[src/rtl/alu_muldiv_seq_if.sv]
`default_nettype none
// +----------------------------------------------------------------------------+
// | Module  : alu_muldiv_seq_if                                                |
// | Brief   : Request/result bundle between the EX-stage controller and ALU.   |
// | Revision: 1.0                                                              |
// +----------------------------------------------------------------------------+
interface alu_muldiv_seq_if #(
    parameter int WIDTH = 32
);
    logic             start;
    logic [4:0]       op;
    logic [WIDTH-1:0] a;
    logic [WIDTH-1:0] b;
    logic             ready;
    logic             done;
    logic [WIDTH-1:0] out;
    logic [WIDTH-1:0] hi;
    logic [WIDTH-1:0] lo;
    logic             zero;
    logic             overflow;
    logic             div_by_zero;

    modport master (
        output start, op, a, b,
        input  ready, done, out, hi, lo, zero, overflow, div_by_zero
    );

    modport slave (
        input  start, op, a, b,
        output ready, done, out, hi, lo, zero, overflow, div_by_zero
    );
endinterface
`default_nettype wire

[src/rtl/alu_muldiv_seq.sv]
`default_nettype none
// +----------------------------------------------------------------------------+
// | Module  : alu_muldiv_seq                                                   |
// | Brief   : Registered ALU with iterative multiply/divide and HI/LO results. |
// | Revision: 1.0                                                              |
// +----------------------------------------------------------------------------+
module alu_muldiv_seq #(
    parameter int WIDTH = 32,
    parameter int SHW   = $clog2(WIDTH)
) (
    input  wire logic        clk,
    input  wire logic        rst,
    alu_muldiv_seq_if.slave  bus
);
    localparam logic [4:0] c_op_add   = 5'b00000;
    localparam logic [4:0] c_op_sub   = 5'b00001;
    localparam logic [4:0] c_op_slt   = 5'b00010;
    localparam logic [4:0] c_op_and   = 5'b00011;
    localparam logic [4:0] c_op_nor   = 5'b00100;
    localparam logic [4:0] c_op_or    = 5'b00101;
    localparam logic [4:0] c_op_xor   = 5'b00110;
    localparam logic [4:0] c_op_sll   = 5'b00111;
    localparam logic [4:0] c_op_srl   = 5'b01000;
    localparam logic [4:0] c_op_sltu  = 5'b01001;
    localparam logic [4:0] c_op_sllv  = 5'b01100;
    localparam logic [4:0] c_op_sra   = 5'b01101;
    localparam logic [4:0] c_op_srav  = 5'b01110;
    localparam logic [4:0] c_op_srlv  = 5'b01111;
    localparam logic [4:0] c_op_lui   = 5'b10000;
    localparam logic [4:0] c_op_mult  = 5'b10001;
    localparam logic [4:0] c_op_multu = 5'b10010;
    localparam logic [4:0] c_op_div   = 5'b10011;
    localparam logic [4:0] c_op_divu  = 5'b10100;
    localparam logic [4:0] c_op_mfhi  = 5'b10101;
    localparam logic [4:0] c_op_mflo  = 5'b10110;

    localparam logic [SHW-1:0] c_last_iter = SHW'(WIDTH - 1);

    typedef enum logic [1:0] {
        S_IDLE = 2'd0,
        S_CALC = 2'd1,
        S_FIN  = 2'd2
    } state_t;

    state_t           r_state;
    logic             r_ready;
    logic             r_done;
    logic             r_zero;
    logic             r_ovf;
    logic             r_dbz;
    logic [WIDTH-1:0] r_out;
    logic [WIDTH-1:0] r_hi;
    logic [WIDTH-1:0] r_lo;
    logic [WIDTH-1:0] r_acc;
    logic [WIDTH-1:0] r_q;
    logic [WIDTH-1:0] r_d;
    logic [SHW-1:0]   r_cnt;
    logic             r_is_div;
    logic             r_dz;
    logic             r_neg_q;
    logic             r_neg_r;

    logic [WIDTH-1:0]   w_sum;
    logic [WIDTH-1:0]   w_diff;
    logic [WIDTH-1:0]   w_res;
    logic [SHW-1:0]     w_sh;
    logic               w_add_ovf;
    logic               w_sub_ovf;
    logic               w_is_mul;
    logic               w_is_div;
    logic               w_signed;
    logic               w_a_neg;
    logic               w_b_neg;
    logic               w_b_zero;
    logic [WIDTH-1:0]   w_a_mag;
    logic [WIDTH-1:0]   w_b_mag;
    logic [WIDTH:0]     w_mul_sum;
    logic [WIDTH:0]     w_div_shift;
    logic [WIDTH:0]     w_div_diff;
    logic               w_div_ge;
    logic [2*WIDTH-1:0] w_prod;
    logic [2*WIDTH-1:0] w_prod_fix;
    logic [WIDTH-1:0]   w_quo;
    logic [WIDTH-1:0]   w_rem;

    assign w_sum     = bus.a + bus.b;
    assign w_diff    = bus.a - bus.b;
    assign w_sh      = bus.a[SHW-1:0];
    assign w_add_ovf = (bus.a[WIDTH-1] == bus.b[WIDTH-1]) && (w_sum[WIDTH-1]  != bus.a[WIDTH-1]);
    assign w_sub_ovf = (bus.a[WIDTH-1] != bus.b[WIDTH-1]) && (w_diff[WIDTH-1] != bus.a[WIDTH-1]);

    always_comb begin
        w_res = '0;
        case (bus.op)
            c_op_add:             w_res = w_sum;
            c_op_sub:             w_res = w_diff;
            c_op_slt:             w_res = WIDTH'($signed(bus.a) < $signed(bus.b));
            c_op_and:             w_res = bus.a & bus.b;
            c_op_nor:             w_res = ~(bus.a | bus.b);
            c_op_or:              w_res = bus.a | bus.b;
            c_op_xor:             w_res = bus.a ^ bus.b;
            c_op_sll, c_op_sllv:  w_res = bus.b << w_sh;
            c_op_srl, c_op_srlv:  w_res = bus.b >> w_sh;
            c_op_sltu:            w_res = WIDTH'(bus.a < bus.b);
            c_op_sra, c_op_srav:  w_res = $unsigned($signed(bus.b) >>> w_sh);
            c_op_lui:             w_res = bus.b << (WIDTH / 2);
            c_op_mfhi:            w_res = r_hi;
            c_op_mflo:            w_res = r_lo;
            default:              w_res = '0;
        endcase
    end

    // Iterative unit works on magnitudes; signs are re-applied in FIN.
    assign w_is_mul = (bus.op == c_op_mult) || (bus.op == c_op_multu);
    assign w_is_div = (bus.op == c_op_div)  || (bus.op == c_op_divu);
    assign w_signed = (bus.op == c_op_mult) || (bus.op == c_op_div);
    assign w_a_neg  = w_signed && bus.a[WIDTH-1];
    assign w_b_neg  = w_signed && bus.b[WIDTH-1];
    assign w_a_mag  = w_a_neg ? (~bus.a + 1'b1) : bus.a;
    assign w_b_mag  = w_b_neg ? (~bus.b + 1'b1) : bus.b;
    assign w_b_zero = (bus.b == '0);

    assign w_mul_sum   = {1'b0, r_acc} + (r_q[0] ? {1'b0, r_d} : '0);
    assign w_div_shift = {r_acc, r_q[WIDTH-1]};
    assign w_div_diff  = w_div_shift - {1'b0, r_d};
    // The shifted remainder is below 2*divisor, so the MSB of the difference is a clean borrow.
    assign w_div_ge    = ~w_div_diff[WIDTH];

    assign w_prod     = {r_acc, r_q};
    assign w_prod_fix = r_neg_q ? (~w_prod + 1'b1) : w_prod;
    assign w_quo      = r_neg_q ? (~r_q + 1'b1)    : r_q;
    assign w_rem      = r_neg_r ? (~r_acc + 1'b1)  : r_acc;

    always_ff @(posedge clk or posedge rst) begin
        if (rst) begin
            r_state  <= S_IDLE;
            r_ready  <= 1'b1;
            r_done   <= 1'b0;
            r_zero   <= 1'b1;
            r_ovf    <= 1'b0;
            r_dbz    <= 1'b0;
            r_out    <= '0;
            r_hi     <= '0;
            r_lo     <= '0;
            r_acc    <= '0;
            r_q      <= '0;
            r_d      <= '0;
            r_cnt    <= '0;
            r_is_div <= 1'b0;
            r_dz     <= 1'b0;
            r_neg_q  <= 1'b0;
            r_neg_r  <= 1'b0;
        end else begin
            r_done <= 1'b0;
            case (r_state)
                S_IDLE: begin
                    if (bus.start) begin
                        if (w_is_mul || w_is_div) begin
                            r_is_div <= w_is_div;
                            r_dz     <= w_is_div && w_b_zero;
                            r_q      <= w_a_mag;
                            r_d      <= w_b_mag;
                            // A zero-divisor op parks the dividend here for hi.
                            r_acc    <= (w_is_div && w_b_zero) ? bus.a : '0;
                            r_cnt    <= '0;
                            r_neg_q  <= w_a_neg ^ w_b_neg;
                            r_neg_r  <= w_a_neg;
                            r_ready  <= 1'b0;
                            r_state  <= (w_is_div && w_b_zero) ? S_FIN : S_CALC;
                        end else begin
                            r_out  <= w_res;
                            r_zero <= (w_res == '0);
                            r_done <= 1'b1;
                            if (bus.op == c_op_add) begin
                                r_ovf <= w_add_ovf;
                            end else if (bus.op == c_op_sub) begin
                                r_ovf <= w_sub_ovf;
                            end
                        end
                    end
                end
                S_CALC: begin
                    if (r_is_div) begin
                        r_acc <= w_div_ge ? w_div_diff[WIDTH-1:0] : w_div_shift[WIDTH-1:0];
                        r_q   <= {r_q[WIDTH-2:0], w_div_ge};
                    end else begin
                        r_acc <= w_mul_sum[WIDTH:1];
                        r_q   <= {w_mul_sum[0], r_q[WIDTH-1:1]};
                    end
                    r_cnt <= r_cnt + 1'b1;
                    if (r_cnt == c_last_iter) begin
                        r_state <= S_FIN;
                    end
                end
                S_FIN: begin
                    r_done  <= 1'b1;
                    r_ready <= 1'b1;
                    r_state <= S_IDLE;
                    if (r_dz) begin
                        r_hi  <= r_acc;
                        r_lo  <= '1;
                        r_dbz <= 1'b1;
                    end else if (r_is_div) begin
                        r_hi  <= w_rem;
                        r_lo  <= w_quo;
                        r_dbz <= 1'b0;
                    end else begin
                        {r_hi, r_lo} <= w_prod_fix;
                    end
                end
                default: begin
                    r_state <= S_IDLE;
                    r_ready <= 1'b1;
                end
            endcase
        end
    end

    assign bus.ready       = r_ready;
    assign bus.done        = r_done;
    assign bus.out         = r_out;
    assign bus.hi          = r_hi;
    assign bus.lo          = r_lo;
    assign bus.zero        = r_zero;
    assign bus.overflow    = r_ovf;
    assign bus.div_by_zero = r_dbz;
endmodule
`default_nettype wire

[src/flat_wrapper.sv]
// flat-port wrapper written by rule: the top's interface ports become plain ports
module alu_muldiv_seq_flat 
#(
    parameter int WIDTH = 32,
    parameter int SHW   = $clog2(WIDTH)
)
  (clk, rst, bus_start, bus_op, bus_a, bus_b, bus_ready, bus_done, bus_out, bus_hi, bus_lo, bus_zero, bus_overflow, bus_div_by_zero);
  alu_muldiv_seq_if #(.WIDTH(WIDTH)) bus_i ();
  input  wire logic clk;
  input  wire logic rst;
  input wire logic [$bits(bus_i.start)-1:0] bus_start;
  input wire logic [$bits(bus_i.op)-1:0] bus_op;
  input wire logic [$bits(bus_i.a)-1:0] bus_a;
  input wire logic [$bits(bus_i.b)-1:0] bus_b;
  output wire logic [$bits(bus_i.ready)-1:0] bus_ready;
  output wire logic [$bits(bus_i.done)-1:0] bus_done;
  output wire logic [$bits(bus_i.out)-1:0] bus_out;
  output wire logic [$bits(bus_i.hi)-1:0] bus_hi;
  output wire logic [$bits(bus_i.lo)-1:0] bus_lo;
  output wire logic [$bits(bus_i.zero)-1:0] bus_zero;
  output wire logic [$bits(bus_i.overflow)-1:0] bus_overflow;
  output wire logic [$bits(bus_i.div_by_zero)-1:0] bus_div_by_zero;
  assign bus_i.start = bus_start;
  assign bus_i.op = bus_op;
  assign bus_i.a = bus_a;
  assign bus_i.b = bus_b;
  assign bus_ready = bus_i.ready;
  assign bus_done = bus_i.done;
  assign bus_out = bus_i.out;
  assign bus_hi = bus_i.hi;
  assign bus_lo = bus_i.lo;
  assign bus_zero = bus_i.zero;
  assign bus_overflow = bus_i.overflow;
  assign bus_div_by_zero = bus_i.div_by_zero;
  alu_muldiv_seq #(.WIDTH(WIDTH), .SHW(SHW)) u_core (.clk(clk), .rst(rst), .bus(bus_i));
endmodule
[config.mk]
export PLATFORM = sky130hd
export DESIGN_NAME = alu_muldiv_seq_flat
export DESIGN_NICKNAME = d
export VERILOG_FILES = /design/src/rtl/alu_muldiv_seq_if.sv /design/src/rtl/alu_muldiv_seq.sv /design/src/flat_wrapper.sv
export SDC_FILE = /design/constraint.sdc
export NUM_CORES = 1
export LEC_CHECK = 0
export BUFFER_PORTS_ARGS = -buffer_cell sky130_fd_sc_hd__buf_2
export CAP_MARGIN = 0
export CORE_ASPECT_RATIO = 2
export CORE_MARGIN = 2
export CORE_UTILIZATION = 40
export CTS_CLUSTER_DIAMETER = 100
export DETAILED_ROUTE_END_ITERATION = 6
export GPL_TIMING_DRIVEN = 0
export SLEW_MARGIN = 20
export SYNTH_ARGS = -nofsm -noshare
export SYNTH_HDL_FRONTEND = slang
export SYNTH_SLANG_ARGS = --single-unit
[constraint.sdc]
create_clock -name clk -period 9.12 [get_ports clk]
set_clock_uncertainty 0.05 [all_clocks]
set_input_delay 1.368 -clock clk [delete_from_list [all_inputs] [get_ports clk]]
set_output_delay 1.368 -clock clk [all_outputs]
set_load 0.1 [all_outputs]
==> qor.yml, run 1 <==
post-cts-setup-buffer-count: 0
synth.distinct_cells: 91
grt_pass1_vias: 37700
cts_made_buffers: 22
holdBufCountCts: 0
synth-main-ff-cell: "dfrtp_1"
port_buffers: 172
post-place-ws_ps: 1340
async_reset_ff_share_pct: 100
ioPinCount: 173
clock-root-buffer: "clkbuf_16"
ys_warn_count: 0
syn_inst: 3435
clk_path_buf_depth: 3
gp_congestion: 1.19
cts_resized: 0
grt_pass1_wl_um: 332000
status: "aborted with a tool error"
hpwl_um: 151000
start_util_pct: 40.5
num_rows: 130
die_w_um: 182
post_dp_cell_area_mm2: 0.0275
h-tree-depth: 1
cts_sinks: 208
synth-seq-cells: 208
track_usage_pct: 69.1
synth_top_cell_area_share_pct: 20.2
synth.net_count: 3684
synth_top_area_cell: "dfrtp_1"
syn_area_mm2: 0.0255
synth_edf_count: 0
die_h_um: 361
yosysSeqAreaShare_pct: 20.4
synthTopCellsByArea: "dfrtp_1, ha_1, nand2_1"
stop_error: "[ERROR GRT-0116] Global routing finished with congestion. Check the congestion regions in the DRC Viewer."
grt_max_degree: 101
lastStage: "global routing"
grt_overflow: 473
avgSynthCellArea_um2: 7.42
==> metal layers <==
| metal | overflow | GRT usage, % |
|---|---|---|
| met1 | 2 | 66.6 |
| met2 | 244 | 91.2 |
| met3 | 11 | 47.8 |
| met4 | 216 | 74.1 |
| met5 | 0 | 13.4 |
==> cells by family after synthesis <==
| family | share of synthesized area, % |
|---|---|
| XOR/XNOR | 7.39 |
| multiplexers | 7.12 |
| AND/OR/NAND/NOR | 20.6 |
| flip-flops | 20.4 |
| adder cells (fa/ha/maj) | 8.81 |
| AO/OA/AOI/OAI | 29.4 |
| buffers and inverters | 6.24 |
==> synthesized netlist by cell type (15+ instances only) <==
cell	number
ha_1	173
nand2_1	413
nor4_1	39
nand3_1	83
o21a_1	23
o22ai_1	32
or3_1	23
a211oi_1	30
a21oi_1	238
nor2_1	286
buf_1	29
o41ai_1	17
a2111oi_0	15
a222oi_1	19
mux2i_1	108
nor2b_1	38
o31ai_1	37
a31oi_1	57
mux2_2	27
o21ai_0	293
o21bai_1	15
clkbuf_1	216
o211ai_1	37
o221ai_1	15
dfrtp_1	206
a21o_1	37
inv_1	154
and2_1	15
nor3_1	73
and3_1	26
mux4_2	19
a221oi_1	45
a22oi_1	75
nand2b_1	40
xor2_1	78
nand4_1	21
xnor2_1	137
==> metrics by stage <==
step	cells	setup TNS, ps	hold WS (ps)
4_1_cts	4443	0	426
3_5_place_dp	4404	0	409
3_3_place_gp	4399	-157710	407
2_1_floorplan	3435	0	395
==> inputs of run 2 (changes only) <==
--- a/config.mk
+++ b/config.mk
@@ -7,12 +7,11 @@
 export LEC_CHECK = 0
 export BUFFER_PORTS_ARGS = -buffer_cell sky130_fd_sc_hd__buf_2
 export CAP_MARGIN = 0
-export CORE_ASPECT_RATIO = 2
 export CORE_MARGIN = 2
-export CORE_UTILIZATION = 40
-export CTS_CLUSTER_DIAMETER = 100
+export CORE_UTILIZATION = 25
 export DETAILED_ROUTE_END_ITERATION = 6
 export GPL_TIMING_DRIVEN = 0
+export PLACE_DENSITY_LB_ADDON = 0.15
 export SLEW_MARGIN = 20
 export SYNTH_ARGS = -nofsm -noshare
 export SYNTH_HDL_FRONTEND = slang
==> qor.yml, run 2 <==
status: "finished with violations"  # was aborted with a tool error
violations: "DRC"
cts_made_buffers: 27  # was 22
drt-initial-drc-count: 4076
path_depth: 17
synth-seq-cells: 208  # unchanged
hpwl_um: 135000  # was 151,000 um
hold_viol: 0
cellLeakagePower_nw: 11.9
min_delay_path_depth: 2
die_w_um: 323  # was 182 um
via_per_inst: 6.00
yosys-top-cells-count: "nand2_1, o21ai_0, nor2_1"  # unchanged
regArea_mm2: 0.00521
yosysSeqAreaShare_pct: 20.4  # unchanged
clock-root-buffer: "clkbuf_16"  # unchanged
required_ps: 9590
cts.clk_slew.worst_paths_ps: 60
nFillCells: 11300
dr.pass1.iters: 7
power_per_cell_area_mw_per_mm2: 254
grt_max_degree: 91
cp.arrival_ps: 7660
synth.distinct_cells: 91  # unchanged
tightest_slew_ps: 1370
grt_overflow: 0
h-tree-depth: 1  # unchanged
multiInputGateArea_mm2: 0.0187
avgSynthCellArea_um2: 7.42  # unchanged
gp_congestion: 1.08  # was 1.19
min_period_ps: 7190
grt_pass1_vias: 28300
crit_type: "in2reg"
worst_slack_ps: 1930
reg2regPathDepth: 16
fmax_ghz: 0.139
rsz0062_at_grt: "false"
start_util_pct: 25.1  # was 40.5%
crit_path_end_kind: "flip-flop"
post-cts-setup-buffer-count: 0  # unchanged
finalSetupViolations: 0
finalNetCount: 3890
cts_sinks: 208  # unchanged
fp.dieArea_mm2: 0.104
min-delay-start: "u_core.bus.out[26]"
synthTopCellsByArea: "dfrtp_1, ha_1, nand2_1"  # unchanged
drive_above_1_share_pct: 8.99
drtAntennaViolNets: 0
route.vias.total: 30200
layout.cells.most_common_list: "nand2_1, o21ai_0, nor2_1"
slew_headroom_pct: 8.08
yosysMostFrequentCell: "nand2_1"  # unchanged
whs_endpoint: "u_core.bus.out[26]"
critPathTopFamily: "compound AO/OA/AOI/OAI gates"
min_path_type: "reg2reg"
cts_tree: "done"
track_usage_pct: 30.7
synth_edf_count: 0  # unchanged
cts_resized: 0  # unchanged
grt_pass1_wl_um: 228000
period_share_pct: 78.8
core_area_mm2: 0.101
crit_fanout: 13
syn_inst: 3435  # unchanged
holdBufCountCts: 0  # unchanged
layoutNonFillerInstCount: 5031
synth.net_count: 3684  # unchanged
final_common_cell: "nand2_1"
placed_cells: 4980  # was 4,404
clk_path_buf_depth: 3  # unchanged
ys_warn_count: 0  # unchanged
insertion_delay_ps: 620
drc: 21
post-place-ws_ps: 1570  # was 1340 ps
cp_cell_sequence: "buf_2, clkbuf_1, buf_1, inv_2, clkbuf_2, fa_1, o21bai_1, a31oi_1, a21o_1, a211o_1, a2111oi_0, nor3b_1, a221o_1, a211o_1, nor4_1, nand4_1, o21ai_0"
num_rows: 117  # was 130
syn_area_mm2: 0.0255  # unchanged
synth_top_area_cell: "dfrtp_1"  # unchanged
routed_wl_um: 166000
antenna_found_initial: 12
async_reset_ff_share_pct: 100  # unchanged
path_buf_inv: 5
drv_cap: 0
ioPinCount: 173  # unchanged
slew_viol_final: 0
cp_common_cell: "a211o_1"
tns_ps: 0
reg2reg_to: "u_core.r_acc[30]"
syn_to_final_growth_pct: 14.0
wl_per_cell_um: 33.0
crit_slowest_cell: "a2111oi_0"
r2r_setup_slack_ps: 3700
synth_top_cell_area_share_pct: 20.2  # unchanged
synth-main-ff-cell: "dfrtp_1"  # unchanged
worstReg2RegStart: "u_core.r_q[0]"
port_buffers: 172  # unchanged
die_h_um: 323  # was 361 um
cp_slowest_stage_delay_ps: 1110
startpoint_type: "input pin"
ir_drop_uv: 162
[run 2: cell counts after synthesis]
Identical to the previous run, type by type.
[run 2: layout make-up]
cell class | count | area share, %
clock inverters | 14 | 0.461
diodes | 2 | 0.0172
multi-input cells | 2810 | 64.4
well taps | 1368 | 5.89
repair buffers | 177 | 3.22
plain buffers | 259 | 3.43
clock buffers | 35 | 2.57
flip-flops and latches | 208 | 17.9
inverters | 158 | 2.07
[run 2: how the worst max path moves through the flow]
| stage | startpoint | to | slack [ps] |
|---|---|---|---|
| final | bus_a[1] | u_core.bus.zero | 1930 |
| after floorplan | rst | u_core.bus.div_by_zero | 2020 |
| after detailed placement | bus_a[1] | u_core.bus.zero | 1570 |
| after global routing | bus_a[1] | u_core.bus.zero | 1970 |
| after global placement | rst | u_core.bus.out[16] | -1910 |
| after CTS | bus_a[1] | u_core.bus.zero | 2180 |
[run 2: worst min-delay path, stage by stage, from the launching register on]
cell	delay, ps
dfrtp_1	340
nand2_1	50
nand2_1	50
[run 2: kinds of logic after synthesis]
kind of cell,share of synthesized area (%)
compound gates,29.4
simple gates,20.6
buf+inv,6.24
xor+xnor,7.39
flops,20.4
fa+ha+maj,8.81
mux,7.12
[run 2: per-layer routing]
layer	GRT usage, %	part of all wire [%]	wire length (um)
met4	17.7	6.8	11400
met5	0	0.037	62
met3	5.74	9.3	15400
met2	45.5	42	69100
met1	41.6	42	70100
[run 2: where the power goes]
group | internal, mW | switching [mW]
clock | 0.611 | 0.497
sequential | 1.20 | 0.505
combinational | 1.38 | 3.20
[run 2: per-stage QoR]
stage                     total power [mW]  instance area (um^2)  hold WS, ps  util, %
after floorplan                       4.68                 25500          395        -
after global placement                6.19                 28000          409     27.6
after detailed placement              6.16                 28200          412     27.8
after CTS                             7.29                 29000          425     28.6
after global routing                  7.77                 29000          442     28.6
final                                 7.39                 29100          419     28.6
Note: power is estimated with default switching activity, not from simulation.
